--- src/rtl/spi_byte_sequencer.sv ---
// Host-side front end for the SPI byte master: TX FIFO -> one start per byte,
// received bytes collected in an RX FIFO with first-word fall-through.
module spi_byte_sequencer #(
  parameter int FIFO_DEPTH = 8,
  parameter int LVL_W      = $clog2(FIFO_DEPTH) + 1
) (
  input  logic             clk,
  input  logic             reset_n,
  input  logic             enable,
  input  logic             flush,
  input  logic             tx_valid,
  input  logic [7:0]       tx_byte,
  output logic             tx_ready,
  output logic             rx_valid,
  output logic [7:0]       rx_byte,
  input  logic             rx_ready,
  output logic [LVL_W-1:0] tx_level,
  output logic [LVL_W-1:0] rx_level,
  output logic             idle,
  output logic [15:0]      xfer_count,
  output logic             master_start,
  output logic [7:0]       master_tx_data,
  input  logic             master_busy,
  input  logic             master_done,
  input  logic [7:0]       master_rx_data
);

  // state     | meaning
  // IDLE      | no transfer in flight, waiting for a byte and RX space
  // ISSUE     | start pulse high for this one cycle
  // WAIT_BUSY | waiting for the master to report busy
  // WAIT_DONE | waiting for the master's done pulse
  typedef enum logic [1:0] {IDLE, ISSUE, WAIT_BUSY, WAIT_DONE} state_t;

  localparam int PTR_W = $clog2(FIFO_DEPTH);
  localparam logic [LVL_W-1:0] FULL = LVL_W'(FIFO_DEPTH);

  state_t           state;
  logic [7:0]       tx_mem [FIFO_DEPTH];
  logic [7:0]       rx_mem [FIFO_DEPTH];
  logic [PTR_W-1:0] tx_wr_ptr, tx_rd_ptr, rx_wr_ptr, rx_rd_ptr;
  logic             flush_seen;
  logic             tx_push, rx_pop, rx_push, issue, done_acc;

  assign tx_ready = (tx_level != FULL) && !flush;
  assign tx_push  = tx_valid && tx_ready;
  assign rx_valid = (rx_level != '0);
  assign rx_pop   = rx_valid && rx_ready;
  assign rx_byte  = rx_mem[rx_rd_ptr];
  assign idle     = (state == IDLE) && (tx_level == '0);

  assign issue    = (state == IDLE) && enable && (tx_level != '0) &&
                    (rx_level != FULL) && !master_busy && !flush;
  assign done_acc = ((state == WAIT_BUSY) || (state == WAIT_DONE)) && master_done;
  // A flush anywhere inside the transfer discards its received byte.
  assign rx_push  = done_acc && !flush && !flush_seen;

  always_ff @(posedge clk) begin
    if (tx_push) tx_mem[tx_wr_ptr] <= tx_byte;
    if (rx_push) rx_mem[rx_wr_ptr] <= master_rx_data;
  end

  always_ff @(posedge clk or negedge reset_n) begin
    if (!reset_n) begin
      tx_wr_ptr <= '0;
      tx_rd_ptr <= '0;
      tx_level  <= '0;
      rx_wr_ptr <= '0;
      rx_rd_ptr <= '0;
      rx_level  <= '0;
    end else if (flush) begin
      tx_wr_ptr <= '0;
      tx_rd_ptr <= '0;
      tx_level  <= '0;
      rx_wr_ptr <= '0;
      rx_rd_ptr <= '0;
      rx_level  <= '0;
    end else begin
      if (tx_push) tx_wr_ptr <= tx_wr_ptr + 1'b1;
      if (issue)   tx_rd_ptr <= tx_rd_ptr + 1'b1;
      tx_level <= tx_level + LVL_W'(tx_push) - LVL_W'(issue);
      if (rx_push) rx_wr_ptr <= rx_wr_ptr + 1'b1;
      if (rx_pop)  rx_rd_ptr <= rx_rd_ptr + 1'b1;
      rx_level <= rx_level + LVL_W'(rx_push) - LVL_W'(rx_pop);
    end
  end

  always_ff @(posedge clk or negedge reset_n) begin
    if (!reset_n) begin
      state          <= IDLE;
      master_start   <= 1'b0;
      master_tx_data <= '0;
      xfer_count     <= '0;
      flush_seen     <= 1'b0;
    end else begin
      master_start <= 1'b0;
      if (done_acc) xfer_count <= xfer_count + 16'd1;
      if (issue) flush_seen <= 1'b0;
      else if (flush && (state != IDLE)) flush_seen <= 1'b1;
      case (state)
        IDLE: begin
          if (issue) begin
            state          <= ISSUE;
            master_start   <= 1'b1;
            master_tx_data <= tx_mem[tx_rd_ptr];
          end
        end
        ISSUE: state <= WAIT_BUSY;
        WAIT_BUSY: begin
          if (master_done)      state <= IDLE;
          else if (master_busy) state <= WAIT_DONE;
        end
        WAIT_DONE: if (master_done) state <= IDLE;
        default: state <= IDLE;
      endcase
    end
  end

endmodule

--- config.mk ---
export PLATFORM = sky130hd
export DESIGN_NAME = spi_byte_sequencer
export DESIGN_NICKNAME = d
export VERILOG_FILES = /design/src/rtl/spi_byte_sequencer.sv
export SDC_FILE = /design/constraint.sdc
export NUM_CORES = 1
export LEC_CHECK = 0
export CORE_MARGIN = 3
export CORE_UTILIZATION = 57
export DETAILED_ROUTE_END_ITERATION = 8
export PLACE_DENSITY = 0.79
export SYNTH_ARGS = -nofsm -noshare
export SYNTH_HDL_FRONTEND = slang
export SYNTH_SLANG_ARGS = --single-unit
--- constraint.sdc ---
create_clock -name clk -period 3.6 [get_ports clk]
set_input_delay 0.72 -clock clk [delete_from_list [all_inputs] [get_ports clk]]
set_output_delay 0.72 -clock clk [all_outputs]
set_load 0.03 [all_outputs]
# == After elaboration in Yosys (flattened, before gate mapping) ==
# Memory sizes are Yosys's and may differ from the RTL's. A register that Yosys moved wholly into a read port is not among the register bits.
# Cells that the tools add are included.
# op_classes
n_eq_ne,8
muxes,23
reduce_logical,30
add_sub_neg,9
# op_table
operator,count
3-bit two-way mux,8
16-bit by 1-bit adder with 16-bit output (second input constant),1
1-bit logical AND,13
3-bit by 1-bit adder with 3-bit output (second input constant),4
2-bit nonzero test,6
4-bit by 1-bit adder with 4-bit output,2
1-bit two-way mux,8
2-bit two-way mux,4
4-bit two-way mux,2
4-bit inequality test (second input constant),2
2-bit one-hot mux with 4 select lines,1
4-bit nonzero test,2
4-bit by 1-bit subtractor with 4-bit output,2
2-bit equality test (second input constant),2
1-bit logical NOT,4
4-bit logical NOT,1
2-bit inequality test (second input constant),2
3-bit inequality test (second input constant),1
3-bit AND reduction,1
2-bit by 1-bit equality test with 1-bit output (second input constant),1
2-bit logical NOT,1
2-bit AND reduction,1
1-bit logical OR,1
# word_totals
input_bits,24
reg_bits,40
elab_cells,82
out_inout_bits,44
n_memories,2
mem_bits_rw,128
# memory_table
memory,words,word_bits,rd,rd_clocked_by_memory_dff,wr,line,rtl
rx_mem,8,8,1,0,1,40,logic [7:0] rx_mem [FIFO_DEPTH];
tx_mem,8,8,1,1,1,39,logic [7:0] tx_mem [FIFO_DEPTH];

# == Logic depth before layout (Yosys ltp) ==
# Gate-level depths: netlist of the first run.
# depth
depth_word,8
mapped_depth,13

# == Worst setup path after synthesis of the first run ==
# Ideal clock, no wire load.
# synth_path
kind,reg2reg
start,register tx_level[2]
end,register tx_level[2]
stages_incl_launch_ff,13
path_buffers,2
arrival_ns,2.638
setup_slack_ns,0.830
setup_ns,0.132
cell_sequence,dfrtp_1 > inv_1 > ha_1 > or3b_4 > and4b_1 > buf_6 > buf_6 > ha_1 > inv_1 > ha_1 > fa_1 > xnor2_1 > nor2_1
# synth_via
elab_chain_cells,7
word_cells_on_any_way,11
classes_between,add/sub: 2; eq/ne: 1; mux: 1; reduce/logical: 7
# synth_rtl
item,line,rtl
from (decl),17,"output logic [LVL_W-1:0] tx_level,"
from (signal assigned),81,tx_level <= tx_level + LVL_W'(tx_push) - LVL_W'(issue);
"parallel branches: the longest is 5 deep, another holds 4-bit by 1-bit adder with 4-bit output",n/a,
4-bit by 1-bit subtractor with 4-bit output *,81,
4-bit two-way mux *,71,end else if (flush) begin
# Mark *: on every way between the ends.
# A chain may end at the register's enable or synchronous reset.

# == Final worst setup path of the first run ==
# layout_path
start,register rx_rd_ptr[0]
end,output rx_byte[0]
# layout_via
elab_chain_cells,1
# layout_rtl
item,line,rtl
from (decl),41,"logic [PTR_W-1:0] tx_wr_ptr, tx_rd_ptr, rx_wr_ptr, rx_rd_ptr;"
from (signal assigned),83,if (rx_pop) rx_rd_ptr <= rx_rd_ptr + 1'b1;
memory read 8 x 8 bit,n/a,
to (decl),15,"output logic [7:0] rx_byte,"
# Every way passes these cells.

==> results of run 1 <==
[state kept, by name, summed over array words and instances, names as in the netlist]
name            cells
tx_rd_ptr           3
rx_rd_ptr           3
rx_wr_ptr           3
rx_level            4
state               2
tx_level            4
master_tx_data      8
rx_mem             64
tx_wr_ptr           3
tx_mem             64
xfer_count         16
master_start        1
flush_seen          1
[final timing paths]
kind	from	endpoint	slack (ps)	cells after the start
setup / recovery	rx_rd_ptr[0]	rx_byte[0]	220	4
hold / removal	reset_n	master_tx_data[6]	440	1
setup reg to reg	rx_level[2]	rx_level[2]	1020	11
hold reg to reg	xfer_count[15]	xfer_count[15]	480	1
max in group asynchronous	reset_n	xfer_count[8]	2460	2
min in group clk	xfer_count[15]	xfer_count[15]	480	1
[cell families (layout without fill, tap and decap cells)]
logic type                 after synthesis  in the layout
AOI/OAI and AO/OA                       21             21
muxes                                   51             51
buffers and inverters                   36            142
and+or+nand+nor                        101            101
xor gates and xnor gates                25             25
DFF                                    176            176
adders and majority gates               19             19
[metal layers]
metal,vias to the layer above,GRT usage,share of wire,wire (µm)
met2,83,0.3418,0.52,7054
li1,1816,-,-,-
met4,0,0.06514,0.0089,120
met3,10,0.04995,0.043,577
met5,-,0,0,0
met1,2000,0.2745,0.43,5799
[layout make-up]
cell class	count	area (µm²)
flip-flops and latches	176	5045
inverters	19	71.32
multi-input cells	217	2120
repair buffers	91	845.8
fillers	778	3412
clock inverters	15	182.7
clock buffers	17	425.4
well taps	168	210.2
[per-stage QoR]
step,instances,utilization
global placement,671,0.6735
detailed placement,671,0.6735
finish,703,0.7229
global route,703,0.7229
CTS,703,0.7229
floorplan,429,-
[where the power goes]
part	internal, mW	switching (mW)
combinational	0.731	0.784
sequential	2.34	0.189
clock	1.10	0.772
[cells in the final DEF, fill, tap and decap left out, types with 4 or more instances in the layout]
cell	synthesis	routed
xor2_1	10	10
clkinvlp_4	0	4
nor2_1	36	36
clkdlybuf4s50_1	0	66
nand4_1	4	4
and3_1	4	4
a21oi_1	12	12
nand2_1	13	13
mux2_2	9	9
clkbuf_16	0	17
nand3_1	9	9
buf_4	1	24
ha_1	17	17
dfrtp_1	48	48
xnor2_1	15	15
nor2b_1	4	4
edfxtp_1	128	128
mux2i_1	10	10
inv_1	19	19
nor3_1	7	7
mux4_1	16	16
nand2b_1	8	8
mux4_2	16	16
==> key figures, run 1 <==
Status
  – Status: complete, no violations

Floorplanning
  – Die H: about 120 µm
  – Die footprint: roughly 14,000 µm²
  – # rows: 40
  – Placeable Area: around 12,000 µm²
  – Horiz. Die Dim: 119.7 µm
  – Initial Util: 0.5980
  – Boundary pin count: 68

Logic synthesis
  – Synth async-reset ratio: 0.2727
  – Syn Inst Count: between 400 and 500
  – Mux cell area share after synthesis: 0.1334
  – Count leader, synth: edfxtp_1
  – Syn avg cell area: around 17 µm²
  – Post-synth top area share: 0.5221
  – Post-synthesis sequential element count: between 150 and 200
  – Mapped Area: approximately 7400 µm²
  – Area share of and/or/nand/nor cells after synthesis: 0.07325
  – Post-synthesis sequential area ratio: 0.6852
  – Distinct cells, synth: 47
  – Largest family of logic cells by synthesized area: multiplexers
  – Number of synthesized flops with an enable pin: between 100 and 150
  – Syn nets: ~470
  – Post-synth top flop: edfxtp_1
  – Commonest cells post-synth: 128 x edfxtp_1, 48 x dfrtp_1, 36 x nor2_1
  – Synth Area in XOR/XNOR: 0.02974
  – Synth Area in Adders: 0.03433
  – Synth area leader: edfxtp_1
  – Synth Area in Compound Gates: 0.01717
  – Synth warn: 0
  – Largest cells by area after synthesis: edfxtp_1 52%, dfrtp_1 16%, mux4_1 5.7%

Place
  – IO Port Bufs: 67
  – Pre-CTS setup slack: about 560 ps
  – Post-DP Area: between 8000 and 9000 µm²
  – DPL Wire Length: about 9000 µm
  – GPL Wtd Cong: approximately 0.79

Timing
  – Max Freq: between 200 and 300 MHz
  – Post-layout min period: around 3400 ps
  – Worst hold margin: approximately 440 ps
  – Fin worst setup slack: about 220 ps
  – Final Hold Fails: 0
  – Layout Skew: 7.699 ps
  – Final Max Slew Viols: 0
  – Final Setup Violations: 0
  – Fin crit share: 0.9382
  – Final setup TNS: 0 ps
  – RSZ-0062 raised after global routing: no
  – Worst slew pin tran: 1038 ps
  – Relative slew slack: 0.3077

Worst setup path
  – CP peak stage delay: approximately 600 ps
  – WP data required: about 2900 ps
  – Crit-path max FO: 13
  – Slowest-stage cell, CP: mux4_1
  – CP Cell Sequence: buf_4 > mux4_1 > mux2_2 > clkdlybuf4s50_1
  – CP Data Arrival Time: 2660 ps
  – WP buf/inv: 2
  – Startpoint types: flip-flop
  – Critical Path Sink Type: output port
  – CP delay by family, top: buffers and inverters
  – Crit path kind: flip-flop to output port

Global route
  – Largest net degree at the start of global routing: 39
  – Gr ovfl total: 0
  – Vias in the first global route: between 4,000 and 5,000
  – Gr usage total: 0.2066
  – Initial antenna violation count: 0
  – First-pass GRT wire length: 22,270 µm

Clock network
  – Post-CTS Setup Bufs: 0
  – Worst-case clock buffer depth: 2
  – Htree depth: 4
  – Post_cts resized: 0
  – Post-CTS Hold Fix Bufs: 0
  – Reg clk slew, reported paths: 60 ps
  – CTS Buf Count: 17
  – CTS root buf: clkbuf_16
  – Clock latency on the worst-skew pair: about 430 ps
  – Sink Count: between 150 and 200
  – CTS tree: yes

Job
  – Max cap viols: 0

Final layout
  – # nets final: ~570
  – Ant. Diodes: 0
  – Share of post-route cells with drive strength above 1: 0.1664
  – Fin area: around 8900 µm²
  – Synth-to-layout area growth: 20.89%

Power and ir drop
  – Static leakage power: approximately 3.3 nW
  – Peak supply drop: slightly above 0.0005 V
  – Total power: 5.911 mW
  – Power Dens Cells: about 660 nW/µm²

Routing
  – WL/cell: roughly 19 µm
  – Antenna Nets Post-Route: 0
  – Vias after detailed routing: 3,909
  – Initial DRC Count: between 300 and 400
  – Average vias per placed instance: about 5.6
  – DRC: 0
  – DRT Wirelength: about 14,000 µm
  – Drt first pass iters: 4

Hold path
  – Worst Hold Class: input pin to async pin
Note: power is estimated with default switching activity, not from simulation.
==> inputs of run 2 (changes only) <==
--- a/config.mk
+++ b/config.mk
@@ -9,6 +9,7 @@
 export CORE_UTILIZATION = 57
 export DETAILED_ROUTE_END_ITERATION = 8
 export PLACE_DENSITY = 0.79
+export RECOVER_POWER = 50
 export SYNTH_ARGS = -nofsm -noshare
 export SYNTH_HDL_FRONTEND = slang
 export SYNTH_SLANG_ARGS = --single-unit
==> key figures, run 2 (synthesized netlist as in run 1, its figures left out) <==
Status
  – Status: finished with violations
  – Failing checks: capacitance limit, slew limit

Floorplanning
  – Initial Util: 0.5980
  – Die H: ~120 µm
  – # rows: 40
  – Placeable Area: around 12,000 µm²
  – Horiz. Die Dim: around 120 µm
  – Die footprint: roughly 14,000 µm²
  – Boundary pin count: between 60 and 70

Place
  – DPL Wire Length: 8816 µm
  – Pre-CTS setup slack: 564.2 ps
  – GPL Wtd Cong: 0.7889
  – Placed insts: 671
  – IO Port Bufs: 67

Worst setup path
  – CP delay by family, top: buffers and inverters
  – CP peak stage delay: roughly 600 ps
  – R2r startpoint: rx_level[2]
  – WP buf/inv: 2
  – Critical Path Sink Type: output port
  – CP Cell Sequence: buf_4 > mux4_1 > mux2_2 > clkdlybuf4s50_1
  – WP data required: around 2900 ps
  – Startpoint types: flip-flop
  – CP Data Arrival Time: 2660 ps
  – Worst setup path startpoint: rx_rd_ptr[0]
  – Crit-path max FO: 13
  – Slowest-stage cell, CP: mux4_1
  – Crit path kind: flip-flop to output port

Final layout
  – Ant. Diodes: 0
  – Area occupied by registers: 5045 µm²
  – Filler Cell Count: 786
  – Share of post-route cells with drive strength above 1: 0.1570
  – Synth-to-layout area growth: 20.63%
  – Regs by FF count: rx_mem: 64 flops, tx_mem: 64 flops, xfer_count: 16 flops
  – Finished Layout Cells: between 700 and 800
  – Area of the multi-input gates: approximately 2100 µm²
  – Most common cell after layout, fill and taps aside: edfxtp_1
  – # nets final: ~570
  – Most frequent cells in the layout: 128 x edfxtp_1, 48 x dfrtp_1, 48 x clkdlybuf4s50_1

Clock network
  – CTS root buf: clkbuf_16
  – Reg clk slew, reported paths: about 60 ps
  – Post_cts resized: 0
  – Post-CTS Hold Fix Bufs: 0
  – Worst-case clock buffer depth: 2
  – Clock latency on the worst-skew pair: ~430 ps
  – Post-CTS Setup Bufs: 0
  – CTS Buf Count: 17
  – Htree depth: 4
  – Sink Count: roughly 180
  – CTS tree: yes

Timing
  – RSZ-0062 raised after global routing: no
  – Fin worst setup slack: ~220 ps
  – Post-layout min period: about 3400 ps
  – Fin crit share: 0.9387
  – Final Max Slew Viols: 39
  – Final Setup Violations: 0
  – Final setup TNS: 0 ps
  – Max Freq: just under 300 MHz
  – Final Hold Fails: 0
  – Relative slew slack: -0.5186
  – Worst hold margin: between 400 and 500 ps
  – Layout Skew: ~5.3 ps
  – Worst slew pin tran: 2278 ps

Power and ir drop
  – Power Dens Cells: about 670 nW/µm²
  – Peak supply drop: around 0.0005 V
  – Static leakage power: between 3 and 4 nW

Job
  – Max cap viols: 1

Global route
  – Gr ovfl total: 0
  – Initial antenna violation count: 0
  – First-pass GRT wire length: 22,270 µm
  – Vias in the first global route: 4,159
  – Largest net degree at the start of global routing: 39
  – Gr usage total: 0.2066

Routing
  – Vias after detailed routing: between 3,000 and 4,000
  – Initial DRC Count: 379
  – Average vias per placed instance: 5.605
  – Antenna Nets Post-Route: 0
  – DRT Wirelength: 13,600 µm
  – Drt first pass iters: 5
  – DRC: 0
  – WL/cell: between 15 and 20 µm

Hold path
  – Hold Crit Start: xfer_count[15]
  – Worst Hold Class: flip-flop to flip-flop
run 2: worst paths after layout:
check	endpoint	slack [ps]	cells after the start
max	rx_byte[0]	220	4
min reg2reg	xfer_count[15]	480	1
min in group asynchronous	master_tx_data[6]	970	1
max in group asynchronous	xfer_count[8]	1270	2
max reg2reg	rx_level[2]	990	11
min	xfer_count[15]	480	1
run 2: power by group:
group	switching, mW	internal, mW	total [mW]
logic	0.782	0.725	1.51
clock network	0.776	1.10	1.87
registers	0.189	2.34	2.53
run 2: routing by layer:
layer | part of all wire | global-route usage | vias to the layer above
li1 | - | - | 1818
met1 | 0.43 | 0.2745 | 2029
met2 | 0.52 | 0.3418 | 79
met3 | 0.034 | 0.04995 | 14
met4 | 0.013 | 0.06514 | 0
met5 | 0 | 0 | -
run 2: layout make-up:
| type | instances | area share |
|---|---|---|
| flip-flops and latches | 176 | 0.5680 |
| multi-input cells | 217 | 0.2380 |
| repair buffers | 91 | 0.09383 |
| clock buffers | 17 | 0.04790 |
| well taps | 168 | 0.02367 |
| clock inverters | 15 | 0.02057 |
| inverters | 19 | 0.008030 |
run 2: through the flow:
| stage | power [mW] | area [µm²] | util |
|---|---|---|---|
| finish | 5.907 | 8881 | 0.7213 |
| global route | 6.158 | 8881 | 0.7213 |
| CTS | 5.972 | 8900 | 0.7229 |
| detailed placement | 4.088 | 8292 | 0.6735 |
| global placement | 4.035 | 8292 | 0.6735 |
| floorplan | 3.555 | 7362 | - |
run 2: worst register-to-register path, cell delays in order (launching register included):
cell and delay [ps]:
dfrtp_1 390, inv_1 120, ha_1 150, or3b_2 490, nand2_1 160, inv_1 60, ha_1 270, inv_1 40
ha_1 200, fa_1 380, xnor2_1 160, nor2_1 50
